===== src/rtl/wide_dec_fmt.sv =====
// Streams an unsigned binary value as ASCII decimal, most significant digit first.
// Conversion is serial double-dabble (one bit per cycle); emission is one character
// per valid/ready handshake.
// Ports:
//   clk, rst              - clock, async active-high reset
//   in_valid/in_ready     - input handshake, in_data (WIDTH bits)
//   out_valid/out_ready   - output handshake, out_char (ASCII),
//                           out_last (final char), out_trunc (value overflowed DIGITS)
//   busy                  - conversion or emission in progress
module wide_dec_fmt #(
   parameter int WIDTH  = 64,
   parameter int DIGITS = 20,
   parameter int PAD_EN = 1
) (
   input  logic             clk,
   input  logic             rst,
   input  logic             in_valid,
   output logic             in_ready,
   input  logic [WIDTH-1:0] in_data,
   output logic             out_valid,
   input  logic             out_ready,
   output logic [7:0]       out_char,
   output logic             out_last,
   output logic             out_trunc,
   output logic             busy
);

   localparam int BW    = 4 * DIGITS;
   localparam int CNT_W = $clog2(WIDTH);
   localparam int PTR_W = (DIGITS > 1) ? $clog2(DIGITS) : 1;

   typedef enum logic [1:0] {
      IDLE = 2'd0,
      CONV = 2'd1,
      EMIT = 2'd2
   } state_t;

   state_t             state_q, state_d;
   logic [WIDTH-1:0]   sr_q, sr_d;
   logic [BW-1:0]      bcd_q, bcd_d;
   logic               trunc_q, trunc_d;
   logic [CNT_W-1:0]   cnt_q, cnt_d;
   logic [PTR_W-1:0]   ptr_q, ptr_d;

   logic [BW-1:0]      adj;
   logic [BW-1:0]      nbcd;
   logic [PTR_W-1:0]   msd;
   logic [3:0]         dig;
   logic               zero_up;

   always_ff @(posedge clk or posedge rst) begin
      if (rst) begin
         state_q <= IDLE;
         sr_q    <= '0;
         bcd_q   <= '0;
         trunc_q <= 1'b0;
         cnt_q   <= '0;
         ptr_q   <= '0;
      end else begin
         state_q <= state_d;
         sr_q    <= sr_d;
         bcd_q   <= bcd_d;
         trunc_q <= trunc_d;
         cnt_q   <= cnt_d;
         ptr_q   <= ptr_d;
      end
   end

   // One double-dabble step: correct digits >= 5, then shift in the next bit.
   // The top bit of adj is the carry out of the most significant digit.
   always_comb begin
      adj = bcd_q;
      for (int i = 0; i < DIGITS; i++) begin
         if (bcd_q[4*i +: 4] >= 4'd5) begin
            adj[4*i +: 4] = bcd_q[4*i +: 4] + 4'd3;
         end
      end
      nbcd = {adj[BW-2:0], sr_q[WIDTH-1]};
      msd  = '0;
      for (int i = 0; i < DIGITS; i++) begin
         if (nbcd[4*i +: 4] != 4'd0) begin
            msd = PTR_W'(i);
         end
      end
   end

   always_comb begin
      state_d = state_q;
      sr_d    = sr_q;
      bcd_d   = bcd_q;
      trunc_d = trunc_q;
      cnt_d   = cnt_q;
      ptr_d   = ptr_q;
      unique case (state_q)
         IDLE: begin
            if (in_valid) begin
               sr_d    = in_data;
               bcd_d   = '0;
               trunc_d = 1'b0;
               cnt_d   = '0;
               state_d = CONV;
            end
         end
         CONV: begin
            sr_d    = {sr_q[WIDTH-2:0], 1'b0};
            bcd_d   = nbcd;
            trunc_d = trunc_q | adj[BW-1];
            cnt_d   = cnt_q + CNT_W'(1);
            if (cnt_q == CNT_W'(WIDTH - 1)) begin
               state_d = EMIT;
               ptr_d   = (PAD_EN != 0) ? PTR_W'(DIGITS - 1) : msd;
            end
         end
         EMIT: begin
            if (out_ready) begin
               if (ptr_q == '0) begin
                  state_d = IDLE;
               end else begin
                  ptr_d = ptr_q - PTR_W'(1);
               end
            end
         end
         default: state_d = IDLE;
      endcase
   end

   // Character decode from registered state only; zero_up flags that every
   // digit at or above the pointer is zero (a leading-zero position).
   always_comb begin
      dig     = 4'd0;
      zero_up = 1'b1;
      for (int i = 0; i < DIGITS; i++) begin
         if (PTR_W'(i) == ptr_q) begin
            dig = bcd_q[4*i +: 4];
         end
         if (PTR_W'(i) >= ptr_q && bcd_q[4*i +: 4] != 4'd0) begin
            zero_up = 1'b0;
         end
      end
      out_valid = (state_q == EMIT);
      in_ready  = (state_q == IDLE);
      busy      = (state_q != IDLE);
      out_last  = out_valid && (ptr_q == '0);
      out_trunc = out_valid && trunc_q;
      out_char  = 8'h20;
      if (out_valid) begin
         if ((PAD_EN != 0) && (ptr_q != '0) && zero_up) begin
            out_char = 8'h20;
         end else begin
            out_char = 8'h30 + {4'h0, dig};
         end
      end
   end

endmodule


===== config.mk =====
export PLATFORM = sky130hd
export DESIGN_NAME = wide_dec_fmt
export DESIGN_NICKNAME = d
export VERILOG_FILES = /design/src/rtl/wide_dec_fmt.sv
export SDC_FILE = /design/constraint.sdc
export NUM_CORES = 1
export LEC_CHECK = 0
export CORE_ASPECT_RATIO = 0.75
export CORE_MARGIN = 2
export CORE_UTILIZATION = 40
export DETAILED_ROUTE_END_ITERATION = 10
export SLEW_MARGIN = 20
export SYNTH_ARGS = -nofsm -noshare
export SYNTH_HDL_FRONTEND = slang
export SYNTH_SLANG_ARGS = --single-unit

===== constraint.sdc =====
create_clock -name clk -period 5.9 [get_ports clk]
set_input_delay 0.885 -clock clk [delete_from_list [all_inputs] [get_ports clk]]
set_output_delay 0.885 -clock clk [all_outputs]
set_load 0.02 [all_outputs]

# [After elaboration in Yosys (flattened, before gate mapping)]
# Cells that the tools add are included.
[totals] register_bits=158 in_bits=68 output_inout_bits=13 elab_cells=228
[op_classes] addsub=23 magnitude_cmp=40 n_eq_ne=27 muxes=79 bitwise=1 reduce_logical=52
[op_table] cell="two-way mux 4 bit" n=40
[op_table] cell="one-hot mux 80 bit (2 select lines)" n=1
[op_table] cell="one-hot mux 64 bit (2 select lines)" n=1
[op_table] cell="adder 4 x 2 -> 4 bit, second input constant" n=20
[op_table] cell="greater-or-equal comparator 4 x 3 -> 1 bit, second input constant" n=20
[op_table] cell="two-way mux 80 bit" n=1
[op_table] cell="nonzero test 4 bit" n=20
[op_table] cell="two-way mux 64 bit" n=1
[op_table] cell="equality test 4 x 5 -> 1 bit, first input constant" n=8
[op_table] cell="greater-or-equal comparator 4 x 5 -> 1 bit, first input constant" n=8
[op_table] cell="logical AND 1 bit" n=23
[op_table] cell="two-way mux 1 bit" n=21
[op_table] cell="equality test 3 x 5 -> 1 bit, first input constant" n=4
[op_table] cell="equality test 5 bit, first input constant" n=4
[op_table] cell="greater-or-equal comparator 3 x 5 -> 1 bit, first input constant" n=4
[op_table] cell="greater-or-equal comparator 5 bit, first input constant" n=4
[op_table] cell="two-way mux 5 bit" n=3
[op_table] cell="two-way mux 7 bit" n=2
[op_table] cell="one-hot mux 6 bit (2 select lines)" n=1
[op_table] cell="equality test 2 x 5 -> 1 bit, first input constant" n=2
[op_table] cell="greater-or-equal comparator 1 x 5 -> 1 bit, first input constant" n=2
[op_table] cell="greater-or-equal comparator 2 x 5 -> 1 bit, first input constant" n=2
[op_table] cell="one-hot mux 5 bit (2 select lines)" n=1
[op_table] cell="two-way mux 2 bit" n=4
[op_table] cell="19 further kinds" n=25

# [Logic depth before layout (Yosys ltp)]
[depth] ltp_word=25 depth_mapped=11 depth_no_buf=9

# [Worst setup path after synthesis]
# No wires, ideal clock.
[synth_timing] kind="flip-flop to output port" start="register ptr_q[0]" end="output out_char[3]" arrival_ns=2.550 required_ns=5.015 slack_ns=2.465 path_stages_with_launch=11 path_buffers=2 path_cell_list="dfrtp_1 -> buf_2 -> inv_1 -> ha_1 -> clkbuf_1 -> and3b_1 -> a32o_1 -> a41o_1 -> nand4_1 -> a22oi_1 -> a311oi_1"
[synth_between] elab_chain_len=25 word_cells_on_any_way=105 classes_between="1 x add/sub; 20 x order compare; 19 x eq/ne; 42 x mux; 23 x reduce/logical"
[synth_rtl] item="from (decl)" line="43" source="logic [PTR_W-1:0] ptr_q, ptr_d;"
[synth_rtl] item="from (signal assigned)" line="65" source="ptr_q <= ptr_d;"
[synth_rtl] item="parallel branches: the longest is 23 deep, another holds zero test 5 bit"
[synth_rtl] item="two-way mux 7 bit (*)" line="147" source="if ((PAD_EN != 0) && (ptr_q != '0) && zero_up) begin"
[synth_rtl] item="two-way mux 7 bit (*)" line="146" source="if (out_valid) begin"
[synth_rtl] item="to (decl)" line="22" source="output logic [7:0] out_char,"
# Mark *: on every way between the ends.

# [Worst setup path after layout]
[layout_timing] start="register ptr_q[1]" end="output out_char[3]"
# The elaborated chain is that of the path after synthesis.

==> results.yml <==
outcome:
  run_status: "finished, final reports clean"
setup_path:
  end_kind: "output port"
  required_ns: 5.02
  reg2reg_depth: 5
  cp_max_fo: 18
  startpoint_type: "register"
  critPathArrivalTime_ns: 4.12
  path_class: "register to output port"
sta:
  hold_violations: 0
  worst_clock_skew_ns: 0.00934
  max_slew_margin_pct: 31.4
  post-route-period-util_pct: 84.8
  postLayoutSetupSlackWorst_ns: 0.895
  timing.final.crit_period_ns: 5.00
  setup-violations-final: 0
  timing.setup.tns_ns: 0
  rsz0062_at_grt: "false"
  final_number_of_max_transition_violations: 0
  timing_worst_slew_pin_value_ns: 1.02
  fmax_ghz: 0.200
place:
  placement.setup.worst_slack_ns: 1.38
  port-buffer-count: 77
  place.gp.congestion: 0.920
  detailedPlacementHpwl_mm: 17.9
global_routing:
  grt.overflow.total: 0
  number_of_antenna_violations_at_the_first_check_in_global_routing: 0
  globalRouteMet2Util_pct: 29.2
  gr-usage-all-layers_pct: 21.5
  grt_start_max_net_pins: 70
  fraction_of_met3_tracks_used_by_global_routing_pct: 4.84
  globalRouteMet1Util_pct: 33.9
  grt.busiest_layer: "met1"
  grt_first_pass_wirelength_mm: 44.7
  via_count_of_the_first_global_routing_pass: 8192
clock_network:
  clock_sink_count: 158
  cts_repair_resize_count: 0
  h_tree_levels: 4
  tritoncts_clock_tree: "yes"
  cts.root.buffer_cell: "sky130_fd_sc_hd__clkbuf_16"
  cts_buffers: 17
  cts_stage_hold_buffer_count: 0
  postCtsSetupRepairBufs: 0
  clk_pin_slew_worst_paths_ns: 0.06
  worst_skew_pair.late_latency_ns: 0.44
  clock_path_buffers: 2
route:
  vias: 8671
  detailedRoute.firstIterationViolations: 791
  detail_route.first_pass.iterations: 5
  route.antenna.remaining_nets: 0
  drt-wirelength-per-cell_um: 17.7
  post_drt_via_cell_ratio: 5.72
  drt_drc: 0
  postRouteWirelength_mm: 26.8
finish:
  num-nets-final: 1285
  fin_util_pct: 47.5
  num-fill-cells: 2323
  final_layout_size_suffix_gt1_share_pct: 4.90
  total_inserted_antenna_cells: 0
  area_growth_syn_to_layout_pct: 16.2
floorplan:
  io_pins: 81
  die_h_um: 140
  area_of_the_die_mm2: 0.0258
  floorplan.initialDensity_pct: 40.9
  fp.coreArea_mm2: 0.0240
  core.rowCount: 49
  chipWidth_um: 185
pwr:
  p_int_mw: 3.27
  p_clk_share_pct: 22.2
  power-per-cell-area_mw_per_mm2: 477
  power.share.switching_pct: 39.9
  power.switching_mw: 2.17
  power_mw: 5.45
  p_leak_nw: 4.60
  power_frac_seq_pct: 38.2
  irDropWorstVdd_uv: 258
  comb_power_share_pct: 39.6
synthesis:
  synth-warning-count: 0
  synth.distinct_cells: 72
  synth_seq_cells: 158
  post_synth_inst_count: 1144
  ys_seq_area_share_pct: 40.2
  asyncSetResetFlopFracSynth_pct: 100
  avgSynthCellArea_um2: 8.59
  synth_common_cells: "158 x sky130_fd_sc_hd__dfrtp_1, 134 x sky130_fd_sc_hd__o21ai_0, 120 x sky130_fd_sc_hd__nand2_1"
  yosys.cell_count.top_type: "sky130_fd_sc_hd__dfrtp_1"
  netlist_area_mm2: 0.00983
  postSynth.topFlopCell: "sky130_fd_sc_hd__dfrtp_1"
  synth.area.top_cells: "sky130_fd_sc_hd__dfrtp_1 40%, sky130_fd_sc_hd__o21ai_0 6.8%, sky130_fd_sc_hd__ha_1 5.9%, sky130_fd_sc_hd__nand2_1 4.6%, sky130_fd_sc_hd__a31oi_1 4.3%"
  synth_area_leader_cell: "sky130_fd_sc_hd__dfrtp_1"
  yosysTopAreaCellShare_pct: 40.2
  synth_enable_flop_cells: 0
hold_path:
  worst_hold_path_type: "register to register"
  holdPathStages: 2
run:
  maxCapViolCount: 0
## layer usage
metal | vias up | share of wire, %
met5 | - | 0
met4 | 0 | 1.0
met3 | 22 | 5.3
met2 | 215 | 42
met1 | 4216 | 51
li1 | 4218 | -
## kinds of logic (layout without fill, tap and decap cells)
group / Yosys count / count (layout) / share of synthesized area, %
buf+inv: 136 / 175 / 5.62
simple gates: 348 / 348 / 18.7
fa+ha+maj: 46 / 46 / 5.86
compound gates: 422 / 422 / 26.6
other cells: 2 / 3 / 0.0764
xor+xnor: 29 / 29 / 2.58
mux: 3 / 3 / 0.306
flops: 158 / 158 / 40.2
## registers in the layout (all words and copies together) (netlist names)
register / cells
bcd_q: 80
ptr_q: 5
sr_q: 64
state_q: 2
trunc_q: 1
cnt_q: 6
## final timing paths
path	from	end	slack [ns]
setup / recovery	ptr_q[1]	out_char[3]	0.90
hold / removal	sr_q[34]	sr_q[34]	0.47
setup reg to reg	state_q[1]	bcd_q[15]	2.82
hold reg to reg	sr_q[34]	sr_q[34]	0.47
max in group asynchronous	rst	sr_q[48]	3.93
min in group asynchronous	rst	bcd_q[9]	0.90
## cells in the final DEF (no fill, tap or decap), drive strengths merged, types with 4 or more instances in the layout
cell	n
nor3b	34
inv	57
clkdlybuf4s50	76
nor3	16
xnor2	22
a21oi	75
a22oi	6
o211ai	5
nand4	7
nor2	46
o32ai	5
bufinv	4
o21ai	137
a32o	21
a221oi	6
o221ai	5
a31oi	68
ha	46
dfrtp	158
and2	66
buf	11
xor2	7
nor4	4
clkbuf	22
and3	4
nand2b	23
o22ai	43
nand2	120
nand3	8
o31ai	23
## critical path: stages (launching register included)
cell and delay [ns]:
sky130_fd_sc_hd__dfrtp_1 0.74, sky130_fd_sc_hd__ha_1 0.65, sky130_fd_sc_hd__nor4bb_1 0.87, sky130_fd_sc_hd__nand2_1 0.11, sky130_fd_sc_hd__a21oi_1 0.19, sky130_fd_sc_hd__o21ai_1 0.09
sky130_fd_sc_hd__a311oi_1 0.35, sky130_fd_sc_hd__clkdlybuf4s50_1 0.67
## metrics by stage
| stage | hold slack (ns) | cell area, um^2 | cells |
|---|---|---|---|
| after floorplan | 0.442 | 9830 | 1145 |
| after global routing | 0.490 | 11400 | 1515 |
| after CTS | 0.477 | 11400 | 1515 |
| after detailed placement | 0.462 | 10800 | 1483 |
| after global placement | 0.453 | 10800 | 1483 |
| final | 0.473 | 11400 | 1515 |
## power by group through the flow
stage	clock network [mW]	registers, mW	logic, mW
2_1_floorplan	0	1.86	1.79
3_3_place_gp	0	2.07	2.09
3_5_place_dp	0	2.08	2.15
4_1_cts	1.23	2.07	2.16
5_1_grt	1.28	2.16	2.48
6_report	1.21	2.08	2.15
## cell type report
class | count | area (um^2) | area share [%]
Clock buffer | 22 | 474 | 4.15
Clock inverter | 10 | 159 | 1.39
Inverter | 56 | 215 | 1.88
Multi-Input combinational cell | 851 | 5350 | 46.9
Sequential cell | 158 | 3960 | 34.6
Tap cell | 331 | 414 | 3.63
Timing Repair Buffer | 87 | 853 | 7.47
No activity file was read; power rests on OpenSTA's default activity.
